$ cat config.mk
export PLATFORM = sky130hd
export DESIGN_NAME = hazard_scoreboard_flat
export DESIGN_NICKNAME = d
export VERILOG_FILES = /design/src/rtl/hazard_scoreboard_if.sv /design/src/rtl/hazard_scoreboard.sv /design/src/flat_wrapper.sv
export SDC_FILE = /design/constraint.sdc
export NUM_CORES = 1
export LEC_CHECK = 0
export ABC_CLOCK_PERIOD_IN_PS = 5600
export BUFFER_PORTS_ARGS = -buffer_cell sky130_fd_sc_hd__buf_2
export CORE_ASPECT_RATIO = 1.1
export CORE_MARGIN = 1.5
export CORE_UTILIZATION = 25
export CTS_CLUSTER_SIZE = 24
export DETAILED_ROUTE_END_ITERATION = 7
export PLACE_DENSITY = 0.49
export SYNTH_ARGS = -nofsm -noshare
export SYNTH_HDL_FRONTEND = slang
export SYNTH_SLANG_ARGS = --single-unit
$ cat constraint.sdc
create_clock -name clk -period 5.6 [get_ports clk]
set_input_delay 0.28 -clock clk [delete_from_list [all_inputs] [get_ports clk]]
set_output_delay 0.28 -clock clk [all_outputs]
set_load 0.02 [all_outputs]
$ cat src/rtl/hazard_scoreboard_if.sv
// ID/WB-side bundle of the hazard scoreboard: decode operands, writeback notices and stall controls.
// master = pipeline (drives ID/WB), slave = scoreboard (drives stall controls and status).
interface hazard_scoreboard_if #(
   parameter int REG_AW       = 5,
   parameter int NUM_SRC      = 2,
   parameter int MAX_INFLIGHT = 4,
   parameter int CNT_W        = 16
);
   localparam int NUM_REGS = 2**REG_AW;
   localparam int IFL_W    = $clog2(MAX_INFLIGHT+1);

   logic                      id_valid;
   logic [NUM_SRC*REG_AW-1:0] id_rs;
   logic [NUM_SRC-1:0]        id_rs_used;
   logic [REG_AW-1:0]         id_rd;
   logic                      id_long;
   logic                      wb_valid;
   logic [REG_AW-1:0]         wb_rd;
   logic                      flush;

   logic                      stall;
   logic                      pc_write;
   logic                      if_id_write;
   logic                      id_ex_bubble;
   logic [NUM_REGS-1:0]       pending;
   logic [IFL_W-1:0]          inflight_cnt;
   logic                      proto_err;
   logic [CNT_W-1:0]          stall_cycles;

   modport master (
      output id_valid, id_rs, id_rs_used, id_rd, id_long, wb_valid, wb_rd, flush,
      input  stall, pc_write, if_id_write, id_ex_bubble, pending, inflight_cnt,
             proto_err, stall_cycles
   );

   modport slave (
      input  id_valid, id_rs, id_rs_used, id_rd, id_long, wb_valid, wb_rd, flush,
      output stall, pc_write, if_id_write, id_ex_bubble, pending, inflight_cnt,
             proto_err, stall_cycles
   );
endinterface

$ cat src/rtl/hazard_scoreboard.sv
// Per-register pending scoreboard for long-latency writes; stalls decode on RAW/WAW/capacity hazards.
// Stall controls are combinational (0 cycles); pending/count update one cycle after issue or writeback.
module hazard_scoreboard #(
   parameter int REG_AW       = 5,
   parameter int NUM_SRC      = 2,
   parameter int MAX_INFLIGHT = 4,
   parameter int FWD_FROM_WB  = 1,
   parameter int CNT_W        = 16
) (
   input logic               clk,
   input logic               rst_n,
   hazard_scoreboard_if.slave sb
);
   localparam int NUM_REGS = 2**REG_AW;
   localparam int IFL_W    = $clog2(MAX_INFLIGHT+1);
   localparam logic [IFL_W-1:0] IFL_MAX = IFL_W'(MAX_INFLIGHT);

   logic [NUM_REGS-1:0] pending_q, pending_d;
   logic [IFL_W-1:0]    cnt_q, cnt_d;
   logic                err_q, err_d;
   logic [CNT_W-1:0]    stc_q, stc_d;

   logic [NUM_REGS-1:0] clr, clr_haz, busy, set_vec;
   logic raw, waw, full, stall, issue, wb_underflow, wb_orphan, wb_dec;

   always_comb begin
      clr = '0;
      if (sb.wb_valid && sb.wb_rd != '0) clr[sb.wb_rd] = 1'b1;
   end

   // Without WB bypass the completing register still looks busy this cycle.
   assign clr_haz = (FWD_FROM_WB != 0) ? clr : '0;
   assign busy    = pending_q & ~clr_haz & ~NUM_REGS'(1);

   always_comb begin
      raw = 1'b0;
      for (int k = 0; k < NUM_SRC; k++) begin
         if (sb.id_rs_used[k] && busy[sb.id_rs[k*REG_AW +: REG_AW]]) raw = 1'b1;
      end
   end

   assign waw   = sb.id_long & busy[sb.id_rd];
   assign full  = sb.id_long & (cnt_q == IFL_MAX) & ~sb.wb_valid;
   assign stall = sb.id_valid & ~sb.flush & (raw | waw | full);
   assign issue = sb.id_valid & ~sb.flush & ~stall & sb.id_long;

   always_comb begin
      set_vec = '0;
      if (issue && sb.id_rd != '0) set_vec[sb.id_rd] = 1'b1;
      // Set is ORed in after the clear so a same-register reissue stays pending.
      pending_d = (pending_q & ~clr) | set_vec;

      wb_underflow = sb.wb_valid && (cnt_q == '0);
      wb_orphan    = sb.wb_valid && (sb.wb_rd != '0) && !pending_q[sb.wb_rd];
      wb_dec       = sb.wb_valid && !wb_underflow;

      cnt_d = cnt_q;
      if (issue && !wb_dec)      cnt_d = cnt_q + IFL_W'(1);
      else if (!issue && wb_dec) cnt_d = cnt_q - IFL_W'(1);

      err_d = err_q | wb_underflow | wb_orphan;
      stc_d = (stall && stc_q != '1) ? stc_q + CNT_W'(1) : stc_q;
   end

   always_ff @(posedge clk or negedge rst_n) begin
      if (!rst_n) begin
         pending_q <= '0;
         cnt_q     <= '0;
         err_q     <= 1'b0;
         stc_q     <= '0;
      end else begin
         pending_q <= pending_d;
         cnt_q     <= cnt_d;
         err_q     <= err_d;
         stc_q     <= stc_d;
      end
   end

   assign sb.stall        = stall;
   assign sb.pc_write     = ~stall;
   assign sb.if_id_write  = ~stall;
   assign sb.id_ex_bubble = stall | sb.flush;
   assign sb.pending      = pending_q;
   assign sb.inflight_cnt = cnt_q;
   assign sb.proto_err    = err_q;
   assign sb.stall_cycles = stc_q;
endmodule

$ cat src/flat_wrapper.sv
// flat-port wrapper written by rule: the top's interface ports become plain ports
module hazard_scoreboard_flat 
#(
   parameter int REG_AW       = 5,
   parameter int NUM_SRC      = 2,
   parameter int MAX_INFLIGHT = 4,
   parameter int FWD_FROM_WB  = 1,
   parameter int CNT_W        = 16
)
  (clk, rst_n, sb_id_valid, sb_id_rs, sb_id_rs_used, sb_id_rd, sb_id_long, sb_wb_valid, sb_wb_rd, sb_flush, sb_stall, sb_pc_write, sb_if_id_write, sb_id_ex_bubble, sb_pending, sb_inflight_cnt, sb_proto_err, sb_stall_cycles);
  hazard_scoreboard_if #(.REG_AW(REG_AW), .NUM_SRC(NUM_SRC), .MAX_INFLIGHT(MAX_INFLIGHT), .CNT_W(CNT_W)) sb_i ();
  input logic clk;
  input logic rst_n;
  input wire logic [$bits(sb_i.id_valid)-1:0] sb_id_valid;
  input wire logic [$bits(sb_i.id_rs)-1:0] sb_id_rs;
  input wire logic [$bits(sb_i.id_rs_used)-1:0] sb_id_rs_used;
  input wire logic [$bits(sb_i.id_rd)-1:0] sb_id_rd;
  input wire logic [$bits(sb_i.id_long)-1:0] sb_id_long;
  input wire logic [$bits(sb_i.wb_valid)-1:0] sb_wb_valid;
  input wire logic [$bits(sb_i.wb_rd)-1:0] sb_wb_rd;
  input wire logic [$bits(sb_i.flush)-1:0] sb_flush;
  output wire logic [$bits(sb_i.stall)-1:0] sb_stall;
  output wire logic [$bits(sb_i.pc_write)-1:0] sb_pc_write;
  output wire logic [$bits(sb_i.if_id_write)-1:0] sb_if_id_write;
  output wire logic [$bits(sb_i.id_ex_bubble)-1:0] sb_id_ex_bubble;
  output wire logic [$bits(sb_i.pending)-1:0] sb_pending;
  output wire logic [$bits(sb_i.inflight_cnt)-1:0] sb_inflight_cnt;
  output wire logic [$bits(sb_i.proto_err)-1:0] sb_proto_err;
  output wire logic [$bits(sb_i.stall_cycles)-1:0] sb_stall_cycles;
  assign sb_i.id_valid = sb_id_valid;
  assign sb_i.id_rs = sb_id_rs;
  assign sb_i.id_rs_used = sb_id_rs_used;
  assign sb_i.id_rd = sb_id_rd;
  assign sb_i.id_long = sb_id_long;
  assign sb_i.wb_valid = sb_wb_valid;
  assign sb_i.wb_rd = sb_wb_rd;
  assign sb_i.flush = sb_flush;
  assign sb_stall = sb_i.stall;
  assign sb_pc_write = sb_i.pc_write;
  assign sb_if_id_write = sb_i.if_id_write;
  assign sb_id_ex_bubble = sb_i.id_ex_bubble;
  assign sb_pending = sb_i.pending;
  assign sb_inflight_cnt = sb_i.inflight_cnt;
  assign sb_proto_err = sb_i.proto_err;
  assign sb_stall_cycles = sb_i.stall_cycles;
  hazard_scoreboard #(.REG_AW(REG_AW), .NUM_SRC(NUM_SRC), .MAX_INFLIGHT(MAX_INFLIGHT), .FWD_FROM_WB(FWD_FROM_WB), .CNT_W(CNT_W)) u_core (.clk(clk), .rst_n(rst_n), .sb(sb_i));
endmodule
Word-level counts from Yosys, hierarchy flattened --
Index checks and enable logic that the tools add are counted.
Storage, ports and cells: bits in registers 52, logic and storage cells 71
Operators by class: add/subtract/negate cells 3, bitwise operators 18, equal/unequal tests 2, reductions and logical operators 20, $lt $le $gt $ge 6, multiplexer cells 18
Operator list (count):
- $mux W32 | 2
- $and A32 B32 Y32 | 1
- $not A32 Y32 | 1
- $or A32 B32 Y32 | 1
- $lt A5 B6 Y1 const B | 4
- $bmux W1 S5 | 4
- $add A16 B1 Y16 const B | 1
- $ne A16 B16 Y1 const B | 1
- $logic_and A1 B1 Y1 | 12
- $demux W1 S5 | 2
- $ge A5 B1 Y1 const B | 2
- $reduce_bool A5 Y1 | 2
- $mux W1 | 8
- $and A1 B1 Y1 | 7
- $mux W3 | 2
- $or A1 B1 Y1 | 5
- $logic_not A1 Y1 | 4
- $add A3 B1 Y3 const B | 1
- $eq A3 B3 Y1 const B | 1
- $logic_not A3 Y1 | 1
- $not A1 Y1 | 3
- $sub A3 B1 Y3 const B | 1
- $reduce_bool A2 Y1 | 1

Longest topological paths before layout --
Gate-level depths: netlist of run 1.
depth in word-level cells 22, depth in mapped cells 15, mapped depth without buffers 13

Least setup slack after synthesis of run 1 --
Ideal clock, no wire load.
kind input -> register, start point input port sb_wb_rd[3], end point register u_core.cnt_q[2], in the netlist u_core.sb.inflight_cnt[2], setup slack 2693 ps, buffers on the path 1, data required time 5466 ps, setup time 134 ps, stages 14, arrival time 2773 ps, cell sequence nand4bb_1 clkbuf_1 o21ai_0 mux2_2 a32o_1 nor4_2 a211oi_2 nand3b_1 inv_1 ha_1 fa_1 xnor2_1 nor2_1 xor2_1
Between the ends: longest elaborated chain between the ends 21, elaborated cells between the ends (all ways) 32
Ends and longest elaborated chain:
- start, declared | line flat_wrapper.sv:20 | input wire logic [$bits(sb_i.wb_rd)-1:0] sb_wb_rd;
- $lt A5 B6 Y1 (not written as such) or $ge A5 B1 Y1 (tied branches) | line hazard_scoreboard.sv:28 | if (sb.wb_valid && sb.wb_rd != '0) clr[sb.wb_rd] = 1'b1;
- $logic_and A1 B1 Y1 (not written as such) | line hazard_scoreboard.sv:28
- $mux W1 (not written as such) | line hazard_scoreboard.sv:28
- $demux W1 S5
- $mux W32 * | line hazard_scoreboard.sv:28
- $not A32 Y32 * | line hazard_scoreboard.sv:33 | assign busy = pending_q & ~clr_haz & ~NUM_REGS'(1);
- $and A32 B32 Y32 * | line hazard_scoreboard.sv:33
- $bmux W1 S5 | line hazard_scoreboard.sv:38 | if (sb.id_rs_used[k] && busy[sb.id_rs[k*REG_AW +: REG_AW]]) raw = 1'b1;
- (+2 left out)
- $mux W1 (2 in a row) | line hazard_scoreboard.sv:38
- $or A1 B1 Y1 * (2 in a row) | line hazard_scoreboard.sv:44 | assign stall = sb.id_valid & ~sb.flush & (raw | waw | full);
- $and A1 B1 Y1 * | line hazard_scoreboard.sv:44
- $not A1 Y1 * | line hazard_scoreboard.sv:45 | assign issue = sb.id_valid & ~sb.flush & ~stall & sb.id_long;
- $and A1 B1 Y1 * (2 in a row) | line hazard_scoreboard.sv:45
- $logic_not A1 Y1 | line hazard_scoreboard.sv:59 | else if (!issue && wb_dec) cnt_d = cnt_q - IFL_W'(1);
- $logic_and A1 B1 Y1 | line hazard_scoreboard.sv:59
- $reduce_bool A2 Y1 (no source line)
- end signal, assigned | line hazard_scoreboard.sv:73 | cnt_q <= cnt_d;
- end, declared | line hazard_scoreboard.sv:19 | logic [IFL_W-1:0] cnt_q, cnt_d;
Mark *: on every way between the ends. The rest lies on a longest branch, timed or not. The select of a mux whose other input is x is not followed. A chain may end at the register's enable or synchronous reset.

Worst setup path after layout of run 1 --
start point input port sb_wb_rd[1], end point output port sb_id_ex_bubble
Between the ends: longest elaborated chain between the ends 16, elaborated cells between the ends (all ways) 25
Ends and longest elaborated chain:
- $lt A5 B6 Y1 (not written as such) or $ge A5 B1 Y1 (tied branches) | line hazard_scoreboard.sv:28
- $logic_and A1 B1 Y1 (not written as such) | line hazard_scoreboard.sv:28
- $mux W1 (not written as such) | line hazard_scoreboard.sv:28
- $demux W1 S5
- $mux W32 * | line hazard_scoreboard.sv:28
- $not A32 Y32 * | line hazard_scoreboard.sv:33
- $and A32 B32 Y32 * | line hazard_scoreboard.sv:33
- $bmux W1 S5 | line hazard_scoreboard.sv:38
- $mux W1 (not written as such) | line hazard_scoreboard.sv:38
- $logic_and A1 B1 Y1 | line hazard_scoreboard.sv:38
- $mux W1 (2 in a row) | line hazard_scoreboard.sv:38
- $or A1 B1 Y1 * (2 in a row) | line hazard_scoreboard.sv:44
- $and A1 B1 Y1 * | line hazard_scoreboard.sv:44
- $or A1 B1 Y1 * | line hazard_scoreboard.sv:82 | assign sb.id_ex_bubble = stall | sb.flush;
- end, declared | line flat_wrapper.sv:25 | output wire logic [$bits(sb_i.id_ex_bubble)-1:0] sb_id_ex_bubble;
Marked as above.

==> metrics.md, run 1 <==
| Metric | Value |
|---|---|
| Status | finished clean |
| Fmax | roughly 250 MHz |
| Initial antenna violation count | 0 |
| Post-synth EDFFs | 0 |
| Final min period | around 4 ns |
| CTS resizes | 0 |
| Simple-gate share of the synthesized area | a little under a quarter |
| Syn_area_per_cell | 9.040 um2 |
| Row count | 48 |
| Syn_nets | 484 |
| Sequential element share of the synthesized area | between 30% and 40% |
| Levels on crit path | 11 |
| Clock skew | 0.008832 ns |
| Starting Density | 25.83% |
| Worst Tran Pin Value | approximately 0.85 ns |
| DPL Wire Length | approximately 11000 um |
| Clk sinks | 52 |
| WP data required | 5.32 ns |
| Leakage | approximately 2 nW |
| H-tree depth | 2 |
| Drt drc | 0 |
| Sequential standard cell area | ~1300 um2 |
| CTS Hold Buffers Added | 0 |
| Synth Area in Compound Gates | 20.35% |
| Crit-path leading delay family | simple AND/OR/NAND/NOR gates |
| Cell variety after synth | 77 |
| Filler cells | ~1700 |
| WL/cell | between 20 and 25 um |
| Flop-to-flop setup slack | 2.12 ns |
| Iteration-0 DRC Markers | ~510 |
| Vert. Die Dim | ~140 um |
| CP max FO | 21 |
| Synthesized instance count | between 400 and 500 |
| Final cycle utilization of the critical path | a little over two thirds |
| Cell accounting for the most synthesized area | dfrtp_1 |
| Critical Path Slowest Stage Cell | nand2b_1 |
| Vias/cell | 5.787 |
| Final net count | 540 |
| # diodes | 0 |
| Drt total wl | ~15000 um |
| Setup TNS | 0 ns |
| Largest net degree at the start of global routing | 53 |
| Area share of the largest cell type after synthesis | 31.78% |
| Crit. End Element | output port |
| Post-synth top flop | dfrtp_1 |
| Ys Warns | 0 |
| Max clock buf depth | 2 |
| Register-to-Register Path Depth | 12 |
| Die width | approximately 130 um |
| Postcts setup bufs | 0 |
| Max VDD drop | roughly 140 uV |
| Async SR Flop Fraction | 100.0% |
| Post-route ant nets | 0 |
| Largest family of logic cells by synthesized area | simple AND/OR/NAND/NOR gates |
| Fin util | about 30% |
| TritonCTS clock tree | done |
| Most frequent cell on the critical path | nand2b_1 |
| CP max stage delay | 0.61 ns |
| Clock root cell | clkbuf_16 |
| Post-Synth Adder-Cell Area | around 1.1% |
| Post-synthesis xor/xnor area fraction | a little over 5% |
| Number of global-route vias before repair | 3911 |
| RD Place Congestion | around 0.94 |
| RSZ-0062 raised after global routing | no |
| Vias after detailed routing | ~4100 |
| Reg-to-reg startpoint | u_core.sb.inflight_cnt[0] |
| Layout cells sized above 1 | 26.27% |
| Hold crit path type | in2async |
| Final Setup Violations | 0 |
| MaxCap Viol Count | 0 |
| Crit-path cells | buf_2, nand2b_1, o21ai_0, mux2i_1, a211oi_1, o41a_1, nor3_1, nand2b_1, nand2_1, nand2b_1, buf_2 |
| Mux contribution to synthesized area | between 10 and 15% |
| CP endpoint | sb_id_ex_bubble |
| IO Count | 84 |
| Commonest non-fill, non-tap cells in the layout | buf_2, o21ai_0, dfrtp_1, nand2_1, nor2_1 |
| Overall power | approximately 1.3 mW |
| Layout overhead on the synthesized area | 17.17% |
| Commonest non-fill, non-tap cell in the layout | buf_2 |
| Crit Path Class | in2out |
| Worst Setup SP | sb_wb_rd[1] |
| Synth Cell Area | between 4000 and 5000 um2 |
| Area of the multi-input gates | between 2000 and 3000 um2 |
| Power Density | approximately 270 nW/um2 |
| Worst-path clk slew | 0.06 ns |
| Worst path arrival time | between 3 and 4 ns |
| Die area | 17160 um2 |
| Final Hold Fails | 0 |
| Clk_lat worst skew | about 0.3 ns |
| Drt pass-1 iters | 5 |
| Core ar. | 15860 um2 |
| Reg2reg end | u_core.sb.inflight_cnt[2] |
| Number of CTS-inserted buffers | 5 |
| Slew Limit Fails | 0 |
| Area contributors post-synth | dfrtp_1, o21ai_0, mux4_2 |
| Grt total ovfl | 0 |
| Buf/Inv on CP | 2 |
| IO buf count | between 80 and 90 |
| First-pass GRT wire length | 23030 um |
| Worst rel slew slack | about 43% |
| Total track usage | around 17% |
| #FFs+latches synth | 52 |
| CP Launch Type | input pin |
[layer usage]
| layer | routed length (um) | GRT usage, % |
|---|---|---|
| met2 | 6751 | 26.59 |
| met1 | 6721 | 23.94 |
| met3 | 1275 | 2.951 |
| met5 | 0 | 0 |
| met4 | 476 | 6.629 |
[layout make-up]
cell class,count,share of cell area (%)
Clock buffer,5,2.608
Clock inverter,3,1.434
Inverter,10,0.7823
Multi-Input combinational cell,356,54.03
Sequential cell,52,27.12
Tap cell,200,5.215
Timing Repair Buffer,84,8.814
[where the power goes]
group / total, mW / leakage (nW) / internal (mW) / switching [mW]
logic: 0.401 / 1.23 / 0.148 / 0.253
clock network: 0.403 / 0.0944 / 0.258 / 0.145
registers: 0.506 / 0.697 / 0.425 / 0.0811
[cells by family (layout without fill, tap and decap cells)]
family,Yosys count,in the layout
AND/OR/NAND/NOR,166,166
AO/OA/AOI/OAI,125,125
flip-flops,52,52
buffers and inverters,45,102
multiplexers,38,38
XOR/XNOR,24,24
adder cells (fa/ha/maj),3,3
[cell usage after synthesis, types with 11 or more instances]
master / count
clkbuf_1: 20
nand4_1: 16
nor3_1: 15
nor2_1: 20
nand2_1: 33
mux2i_1: 14
xor2_1: 11
mux2_2: 13
dfrtp_1: 52
xnor2_1: 13
nand3_1: 17
o21ai_0: 55
[state kept, by name (all words and copies together), names as in the netlist]
name	count
u_core.sb.inflight_cnt	3
u_core.sb.pending	32
u_core.sb.proto_err	1
u_core.sb.stall_cycles	16
[worst reg2reg max path, cell delays in order (launching register included)]
cell and delay (ns):
dfrtp_1 0.44, nor4_1 0.73, and4b_1 0.28, a311o_1 0.35, o211ai_1 0.15, a211oi_2 0.07, nand3b_1 0.26, inv_1 0.10
ha_1 0.24, fa_1 0.38, xnor2_1 0.16, nor2_1 0.07, xor2_1 0.14
[metrics by stage]
stage	worst slack, ns	cell area (um2)	std cells	hold WS [ns]
after global routing	1.410	4798	710	0.1614
after global placement	1.622	4604	702	0.3605
final	1.674	4798	710	0.09086
after CTS	1.774	4798	710	0.1369
after detailed placement	1.632	4604	702	0.3604
after floorplan	2.693	4095	453	-0.01559
[worst min-delay path by stage]
stage / endpoint / depth (start not counted) / from
2_1_floorplan: u_core.sb.inflight_cnt[0] / 0 / rst_n
3_3_place_gp: u_core.sb.pending[0] / 0 / u_core.sb.pending[0]
3_5_place_dp: u_core.sb.pending[0] / 0 / u_core.sb.pending[0]
4_1_cts: u_core.sb.stall_cycles[0] / 2 / rst_n
5_1_grt: u_core.sb.pending[0] / 2 / rst_n
6_report: u_core.sb.pending[0] / 2 / rst_n
Note: power is estimated with default switching activity, not from simulation.
==> inputs of run 2 (changes only) <==
--- a/config.mk
+++ b/config.mk
@@ -5,7 +5,8 @@
 export SDC_FILE = /design/constraint.sdc
 export NUM_CORES = 1
 export LEC_CHECK = 0
-export ABC_CLOCK_PERIOD_IN_PS = 5600
+export ABC_AREA = 1
+export ABC_CLOCK_PERIOD_IN_PS = 4000
 export BUFFER_PORTS_ARGS = -buffer_cell sky130_fd_sc_hd__buf_2
 export CORE_ASPECT_RATIO = 1.1
 export CORE_MARGIN = 1.5
==> constraint.sdc (replaced) <==
create_clock -name clk -period 4 [get_ports clk]
set_input_delay 0.2 -clock clk [delete_from_list [all_inputs] [get_ports clk]]
set_output_delay 0.2 -clock clk [all_outputs]
set_load 0.02 [all_outputs]
==> run 2 against run 1 <==
Net effect:
- non-clock buffer count grew 5
- critical path depth grew 7
- total power grew 30%
- die area grew 2.6%
- count of clock-buffer cells in the layout grew 2
- global-route usage grew 0.72 points
- clock power grew 11%
- critical path type is now reg2reg
- setup slack lost 0.46 ns
==> metrics.md, run 2 <==
| Metric | Value |
|---|---|
| Worst path arrival time | 2.96 ns (was 3.65 ns) |
| Area contributors post-synth | dfrtp_1, nand2_1, nand3_1 (was dfrtp_1, o21ai_0, mux4_2) |
| Final Hold Fails | 0 (unchanged) |
| Async SR Flop Fraction | 100.0% (unchanged) |
| Vert. Die Dim | 139.0 um (was 137.2 um) |
| Most numerous cell in the Yosys netlist | nand2_1 (was o21ai_0) |
| Post-synth top flop | dfrtp_1 (unchanged) |
| Worst-path clk slew | 0.07 ns (was 0.06 ns) |
| Reg-to-reg startpoint | u_core.sb.pending[27] (was u_core.sb.inflight_cnt[0]) |
| Fin util | 30.06% (was 30.26%) |
| H-tree depth | 2 (unchanged) |
| WP data required | 4.17 ns (was 5.32 ns) |
| Slew Limit Fails | 0 (unchanged) |
| Commonest non-fill, non-tap cells in the layout | nand2_1, nand3_1, buf_2, nor2_1, dfrtp_1 (was buf_2, o21ai_0, dfrtp_1, nand2_1, nor2_1) |
| Starting Density | 25.59% (was 25.83%) |
| Drt drc | 0 (unchanged) |
| Met2 WL | 7367 um (was 6751 um) |
| Hold crit path type | in2async (unchanged) |
| Number of global-route vias before repair | 4734 (was 3911) |
| IO buf count | 83 (unchanged) |
| CTS Hold Buffers Added | 0 (unchanged) |
| Area share of the largest cell type after synthesis | 30.94% (was 31.78%) |
| Cell variety after synth | 34 (was 77) |
| Leakage | 2.632 nW (was 2.016 nW) |
| Setup TNS | 0 ns (unchanged) |
| Vias after detailed routing | 4697 (was 4109) |
| Clk_lat worst skew | 0.29 ns (was 0.30 ns) |
| Clock root cell | clkbuf_16 (unchanged) |
| Drt pass-1 iters | 5 (unchanged) |
| Die width | 126.7 um (was 125.0 um) |
| Synthesized instance count | 660 (was 453) |
| Clk sinks | 52 (unchanged) |
| Clock skew | 0.009597 ns (was 0.008832 ns) |
| Core ar. | 16430 um2 (was 15860 um2) |
| Fmax | roughly 360 MHz |
| Vias/cell | 5.013 (was 5.787) |
| Worst Tran Pin Value | 0.8520 ns (was 0.8543 ns) |
| Commonest non-fill, non-tap cell in the layout | nand2_1 (was buf_2) |
| Worst Setup SP | u_core.sb.pending[27] (was sb_wb_rd[1]) |
| Syn_area_per_cell | 6.372 um2 (was 9.040 um2) |
| Iteration-0 DRC Markers | 360 (was 506) |
| Final Setup Violations | 0 (unchanged) |
| Final min period | 2.783 ns |
| Register-to-Register Path Depth | 18 (was 12) |
| Die area | 17610 um2 (was 17160 um2) |
| Post-synth EDFFs | 0 (unchanged) |
| Ys Warns | 0 (unchanged) |
| Grt total ovfl | 0 (unchanged) |
| Commonest cells post-synth | nand2_1, nand3_1, nor2_1 (was o21ai_0, dfrtp_1, nand2_1) |
| Final net count | 762 (was 540) |
| Power Density | 344.4 nW/um2 (was 272.9 nW/um2) |
| Cell accounting for the most synthesized area | dfrtp_1 (unchanged) |
| M1 wire length | 6657 um (was 6721 um) |
| Max clock buf depth | 2 (unchanged) |
| Sequential element share of the synthesized area | 30.94% (was 31.78%) |
| Synth Cell Area | 4205 um2 (was 4095 um2) |
| Max layer used | met5 (was met4) |
| Max VDD drop | 268.8 uV (was 143.5 uV) |
| Row count | 49 (was 48) |
| Number of CTS-inserted buffers | 5 (unchanged) |
| DPL Wire Length | 12310 um (was 11390 um) |
| TritonCTS clock tree | done (unchanged) |
| WL/cell | 16.59 um (was 21.44 um) |
| Largest net degree at the start of global routing | 53 (unchanged) |
| Final cycle utilization of the critical path | between 60% and 70% |
| Crit. End Element | flip-flop (was output port) |
| CP max FO | 5 (was 21) |
| Filler cells | 1835 (was 1698) |
| Max reg flops | 32 (unchanged) |
| Status | finished clean (unchanged) |
| #FFs+latches synth | 52 (unchanged) |
| CTS resizes | 0 (unchanged) |
| Layout overhead on the synthesized area | 17.47% (was 17.17%) |
| Postcts setup bufs | 0 (unchanged) |
| Syn_nets | 691 (was 484) |
| Drt total wl | 15540 um (was 15220 um) |
| Crit Path Class | reg2reg (was in2out) |
| RSZ-0062 raised after global routing | no (unchanged) |
| MaxCap Viol Count | 0 (unchanged) |
| Met3 Wirelength | 919 um (was 1275 um) |
| First-pass GRT wire length | 25020 um (was 23030 um) |
| Post-route ant nets | 0 (unchanged) |
| Total track usage | 17.88% (was 17.16%) |
| CP Launch Type | flip-flop (was input pin) |
| Worst rel slew slack | 43.06% (was 42.52%) |
| RD Place Congestion | 0.9409 (was 0.9427) |
| Layout cells sized above 1 | 16.67% (was 26.27%) |
| Initial antenna violation count | 2 (was 0) |
| IO Count | 84 (unchanged) |
[run 2: cell types whose count changed after synthesis, moves of 8 or more]
cell      delta
nor2_1      +37
nand2_1    +200
nand3_1     +89
nor3_1      -11
mux2i_1     -14
o21ai_0     -47
nand4_1     +35
mux4_2      -10
o211ai_1     -9
inv_1       +40
o21ai_1      +8
nand2b_1    -10
mux2_2      -13
[run 2: final timing paths]
check,end,slack [ns]
max,u_core.sb.inflight_cnt[2],1.22
min,u_core.sb.stall_cycles[7],0.002
max reg2reg,u_core.sb.inflight_cnt[2],1.22
min reg2reg,u_core.sb.pending[0],0.38
max in group asynchronous,u_core.sb.pending[26],3.52
min in group clk,u_core.sb.pending[4],0.28
[run 2: layer usage]
layer  vias to the layer above  GRT usage [%]
li1                       2341              -
met1                      2138          22.47
met2                       172          30.26
met3                        44          2.932
met4                         2          7.656
met5                         -              0
[run 2: through the flow]
step / setup slack [ns] / power [mW] / hold slack, ns / cell area (um2) / cells
after global placement: 1.031 / 1.274 / 0.3597 / 4787 / 928
after floorplan: 1.400 / 1.062 / -0.09559 / 4205 / 660
after detailed placement: 1.030 / 1.268 / 0.3604 / 4787 / 928
after global routing: 0.9321 / 1.818 / 0.09274 / 4937 / 936
after CTS: 1.202 / 1.726 / 0.05434 / 4937 / 936
final: 1.217 / 1.701 / 0.002180 / 4940 / 937
[run 2: worst max-delay path, cell delays in order (launching register included)]
cell and delay [ns]:
dfrtp_1 0.46, inv_1 0.06, a21oi_1 0.29, nor2_1 0.07, nor2_1 0.10, nand3_1 0.07
nand3_1 0.07, nand2_1 0.07, nor2_2 0.15, nor2_4 0.05, nand2_1 0.13, nor2_4 0.04
nand2_1 0.07, inv_1 0.05, ha_1 0.23, fa_1 0.39, a21oi_1 0.13, o21ai_0 0.11
xor2_1 0.15
[run 2: kinds of logic (layout without fill, tap and decap cells)]
family                     Yosys count  in the layout  synth area share, %
and+or+nand+nor                    469            469                50.82
AOI/OAI and AO/OA                   38             38                5.623
DFF                                 52             52                30.94
xor gates and xnor gates            15             15                3.124
adders and majority gates            3              3                1.071
other                                0              1                    0
buffers and inverters               83            155                8.420
[run 2: report_power, final]
| group | internal, mW | switching (mW) |
|---|---|---|
| sequential | 0.590 | 0.0845 |
| clock | 0.250 | 0.196 |
| combinational | 0.182 | 0.400 |
[run 2: area by class of cell]
type	count	area, um2	share of cell area (%)
Multi-Input combinational cell	525	2552	51.67
Sequential cell	52	1301	26.34
Timing Repair Buffer	89	460.4	9.321
Tap cell	204	255.2	5.167
Inverter	58	217.7	4.407
Clock buffer	7	142.6	2.888
Clock inverter	1	7.507	0.1520
Antenna cell	1	2.502	0.05066
==> inputs of run 3 (changes only) <==
--- a/config.mk
+++ b/config.mk
@@ -5,15 +5,15 @@
 export SDC_FILE = /design/constraint.sdc
 export NUM_CORES = 1
 export LEC_CHECK = 0
-export ABC_AREA = 1
-export ABC_CLOCK_PERIOD_IN_PS = 4000
+export ABC_AREA = 0
+export ABC_CLOCK_PERIOD_IN_PS = 2500
 export BUFFER_PORTS_ARGS = -buffer_cell sky130_fd_sc_hd__buf_2
 export CORE_ASPECT_RATIO = 1.1
 export CORE_MARGIN = 1.5
 export CORE_UTILIZATION = 25
 export CTS_CLUSTER_SIZE = 24
 export DETAILED_ROUTE_END_ITERATION = 7
-export PLACE_DENSITY = 0.49
+export PLACE_DENSITY = 0.5
 export SYNTH_ARGS = -nofsm -noshare
 export SYNTH_HDL_FRONTEND = slang
 export SYNTH_SLANG_ARGS = --single-unit
==> constraint.sdc (replaced) <==
create_clock -name clk -period 2.5 [get_ports clk]
set_input_delay 0.125 -clock clk [delete_from_list [all_inputs] [get_ports clk]]
set_output_delay 0.125 -clock clk [all_outputs]
set_load 0.02 [all_outputs]
==> run 3 against run 2 <==
Net effect:
- the flow now finishes with violations (setup timing)
- die area fell by 2.6%
- clock skew down 0.00091 ns
- non-clock buffer count up 166
- first-iteration DRC count rose by 5.6%
- clock power is 57% higher
- count of clock-buffer cells in the layout fell by 1
- core utilization grew 11 points
- worst hold slack improved by 0.28 ns
- total power grew 94%
- via count about the same
- wire length rose by 14%
- design area rose by 32%
- critical endpoint unchanged
- largest cell class unchanged
==> metrics.md, run 3 (synthesis gave the netlist of run 1 again) <==
| Metric | Value |
|---|---|
| Status | finished with violations (was finished clean) |
| Failing checks | setup timing |
| Crit Path Class | reg2reg (unchanged) |
| Register-to-Register Path Depth | 14 (was 18) |
| Flop-to-flop setup slack | -0.28 ns (was 1.22 ns) |
| Slew Limit Fails | 0 (unchanged) |
| Final cycle utilization of the critical path | 111.3% (was 69.57%) |
| Vias/cell | 5.330 (was 5.013) |
| Power Density | 505.5 nW/um2 (was 344.4 nW/um2) |
| Commonest non-fill, non-tap cell in the layout | buf_4 (was nand2_1) |
| H-tree depth | 2 (unchanged) |
| Commonest non-fill, non-tap cells in the layout | buf_4, buf_2, dfrtp_1, o21ai_0, nand2_1 (was nand2_1, nand3_1, buf_2, nor2_1, dfrtp_1) |
| Layout overhead on the synthesized area | 59.36% (was 17.47%) |
| Vert. Die Dim | 137.2 um (was 139.0 um) |
| Row count | 48 (was 49) |
| Filler cells | 1588 (was 1835) |
| Total track usage | 20.25% (was 17.88%) |
| Clk sinks | 52 (unchanged) |
| Min-delay src | sb_wb_valid |
| RD Place Congestion | 0.9395 (was 0.9409) |
| Starting Density | 25.83% (was 25.59%) |
| Design Area, Final | 6526 um2 (was 4940 um2) |
| Die area | 17160 um2 (was 17610 um2) |
| Crit-path cells | buf_4, mux4_2, o31a_1, o31a_1, o31ai_2, buf_4, nor3_2, nand3b_1, inv_2, ha_4, fa_2, xnor2_1, nor2_1, xor2_1 (was inv_1, a21oi_1, nor2_1, nor2_1, nand3_1, nand3_1, nand2_1, nor2_2, nor2_4, nand2_1, nor2_4, nand2_1, inv_1, ha_1, fa_1, a21oi_1, o21ai_0, xor2_1) |
| Reg-to-reg startpoint | u_core.sb.pending[27] (unchanged) |
| # diodes | 0 (was 1) |
| Number of CTS-inserted buffers | 5 (unchanged) |
| Drt pass-1 iters | 5 (unchanged) |
| Crit. End Element | flip-flop (unchanged) |
| RSZ-0062 raised after global routing | yes (was no) |
| Clock root cell | clkbuf_16 (unchanged) |
| Hold crit path type | in2reg (was in2async) |
| Final Hold Fails | 0 (unchanged) |
| Largest net degree at the start of global routing | 33 (was 53) |
| Max VDD drop | 406.8 uV (was 268.8 uV) |
| Clock skew | 0.008684 ns (was 0.009597 ns) |
| Reg2reg end | u_core.sb.inflight_cnt[2] (unchanged) |
| Clk_lat worst skew | 0.30 ns (was 0.29 ns) |
| Max reg flops | 32 (unchanged) |
| Post-route ant nets | 0 (unchanged) |
| Levels on crit path | 14 (was 18) |
| Worst-path clk slew | 0.07 ns (about the same) |
| Drt total wl | 17690 um (was 15540 um) |
| Buf/Inv on CP | 3 (was 2) |
| Worst Hold Path EP | u_core.sb.proto_err |
| CP max FO | 4 (was 5) |
| Sequential standard cell area | 1309 um2 (was 1301 um2) |
| Iteration-0 DRC Markers | 380 (was 360) |
| Area of the multi-input gates | 3000 um2 (was 2552 um2) |
| CP max stage delay | 0.46 ns (about the same) |
| Vias after detailed routing | 4696 (was 4697) |
| WL/cell | 20.07 um (was 16.59 um) |
| Worst rel slew slack | 46.79% (was 43.06%) |
| WP data required | 2.68 ns (was 4.17 ns) |
| IO buf count | 83 (unchanged) |
| Final Setup Violations | 49 (was 0) |
| Layout cells sized above 1 | 53.89% (was 16.67%) |
| Cells on Worst Hold Path | 3 |
| CP Launch Type | flip-flop (unchanged) |
| Worst setup margin | -0.2836 ns (was 1.217 ns) |
| First-pass GRT wire length | 27040 um (was 25020 um) |
| Initial antenna violation count | 0 (was 2) |
| Fmax | 359.2 MHz (was 359.4 MHz) |
| Placement Cell Area | 5826 um2 (was 4787 um2) |
| Core ar. | 15860 um2 (was 16430 um2) |
| TritonCTS clock tree | done (unchanged) |
| Worst path arrival time | 2.96 ns (about the same) |
| Number of global-route vias before repair | 4826 (was 4734) |
| Overall power | 3.299 mW (was 1.701 mW) |
| Post-place setup slack | -0.4977 ns (was 1.030 ns) |
| Max clock buf depth | 2 (unchanged) |
| IO Count | 84 (unchanged) |
| Drt drc | 0 (unchanged) |
| Critical Path Slowest Stage Cell | mux4_2 (was dfrtp_1) |
| Crit-path leading delay family | multiplexers (was simple AND/OR/NAND/NOR gates) |
| Grt total ovfl | 0 (unchanged) |
| DPL Wire Length | 13620 um (was 12310 um) |
| Die width | 125.0 um (was 126.7 um) |
| Final net count | 711 (was 762) |
| Final min period | 2.784 ns (was 2.783 ns) |
| Final hold slack | 0.2826 ns (was 0.002180 ns) |
| Worst Tran Pin Value | 0.7982 ns (was 0.8520 ns) |
| MaxCap Viol Count | 0 (unchanged) |
| Leakage | 2.989 nW (was 2.632 nW) |
-- run 3: repair_timing --
action	4_1_cts	5_1_grt
hold buffers	1	0
resized for setup	81	31
hold endpoints to repair	31	0
cloned	0	0
setup buffers	10	5
setup endpoints to repair	54	54
pin swaps	38	23
-- run 3: report_power, final --
group	total, mW	switching, mW	internal, mW
Clock	0.699	0.325	0.374
Combinational	1.54	0.817	0.718
Sequential	1.07	0.110	0.955
-- run 3: final cells by class --
type                            count  share of cell area, %
Timing Repair Buffer              255                  27.34
Sequential cell                    52                  20.05
Clock inverter                      2                 0.2492
Tap cell                          200                  3.834
Multi-Input combinational cell    356                  45.97
Clock buffer                        6                  1.975
Inverter                           10                 0.5752
-- run 3: routing by layer --
| layer | routed length [um] | track usage, % | vias up | part of all wire (%) |
|---|---|---|---|---|
| li1 | - | - | 2171 | - |
| met1 | 7547 | 26.41 | 2291 | 43 |
| met2 | 8462 | 33.70 | 193 | 48 |
| met3 | 1141 | 3.728 | 41 | 6.5 |
| met4 | 533 | 7.449 | 0 | 3.0 |
| met5 | 0 | 0 | - | 0 |
-- run 3: worst max-delay path by stage --
stage,endpoint,from,slack (ns)
3_5_place_dp,u_core.sb.inflight_cnt[2],sb_wb_rd[1],-0.50
4_1_cts,sb_id_ex_bubble,u_core.sb.pending[27],-0.36
6_report,u_core.sb.inflight_cnt[2],u_core.sb.pending[27],-0.28
5_1_grt,u_core.sb.inflight_cnt[2],u_core.sb.inflight_cnt[2],-0.39
2_1_floorplan,u_core.sb.inflight_cnt[2],u_core.sb.inflight_cnt[2],-0.16
3_3_place_gp,u_core.sb.inflight_cnt[2],sb_wb_rd[1],-0.46
-- run 3: per-stage QoR --
step	util [%]	setup TNS, ns	cells
after floorplan	-	-0.2559	453
after global placement	36.74	-12.34	860
after detailed placement	36.74	-14.76	860
after CTS	39.85	-8.247	878
after global routing	41.16	-10.47	881
final	41.16	-6.916	881
-- run 3: worst register-to-register path: cells and delay by family (launching register included) --
kind	cells	cell delay, ns
simple gates	3	0.32
fa+ha+maj	2	0.34
mux	1	0.46
flops	1	0.45
xor+xnor	2	0.25
compound gates	3	0.45
buf+inv	3	0.41
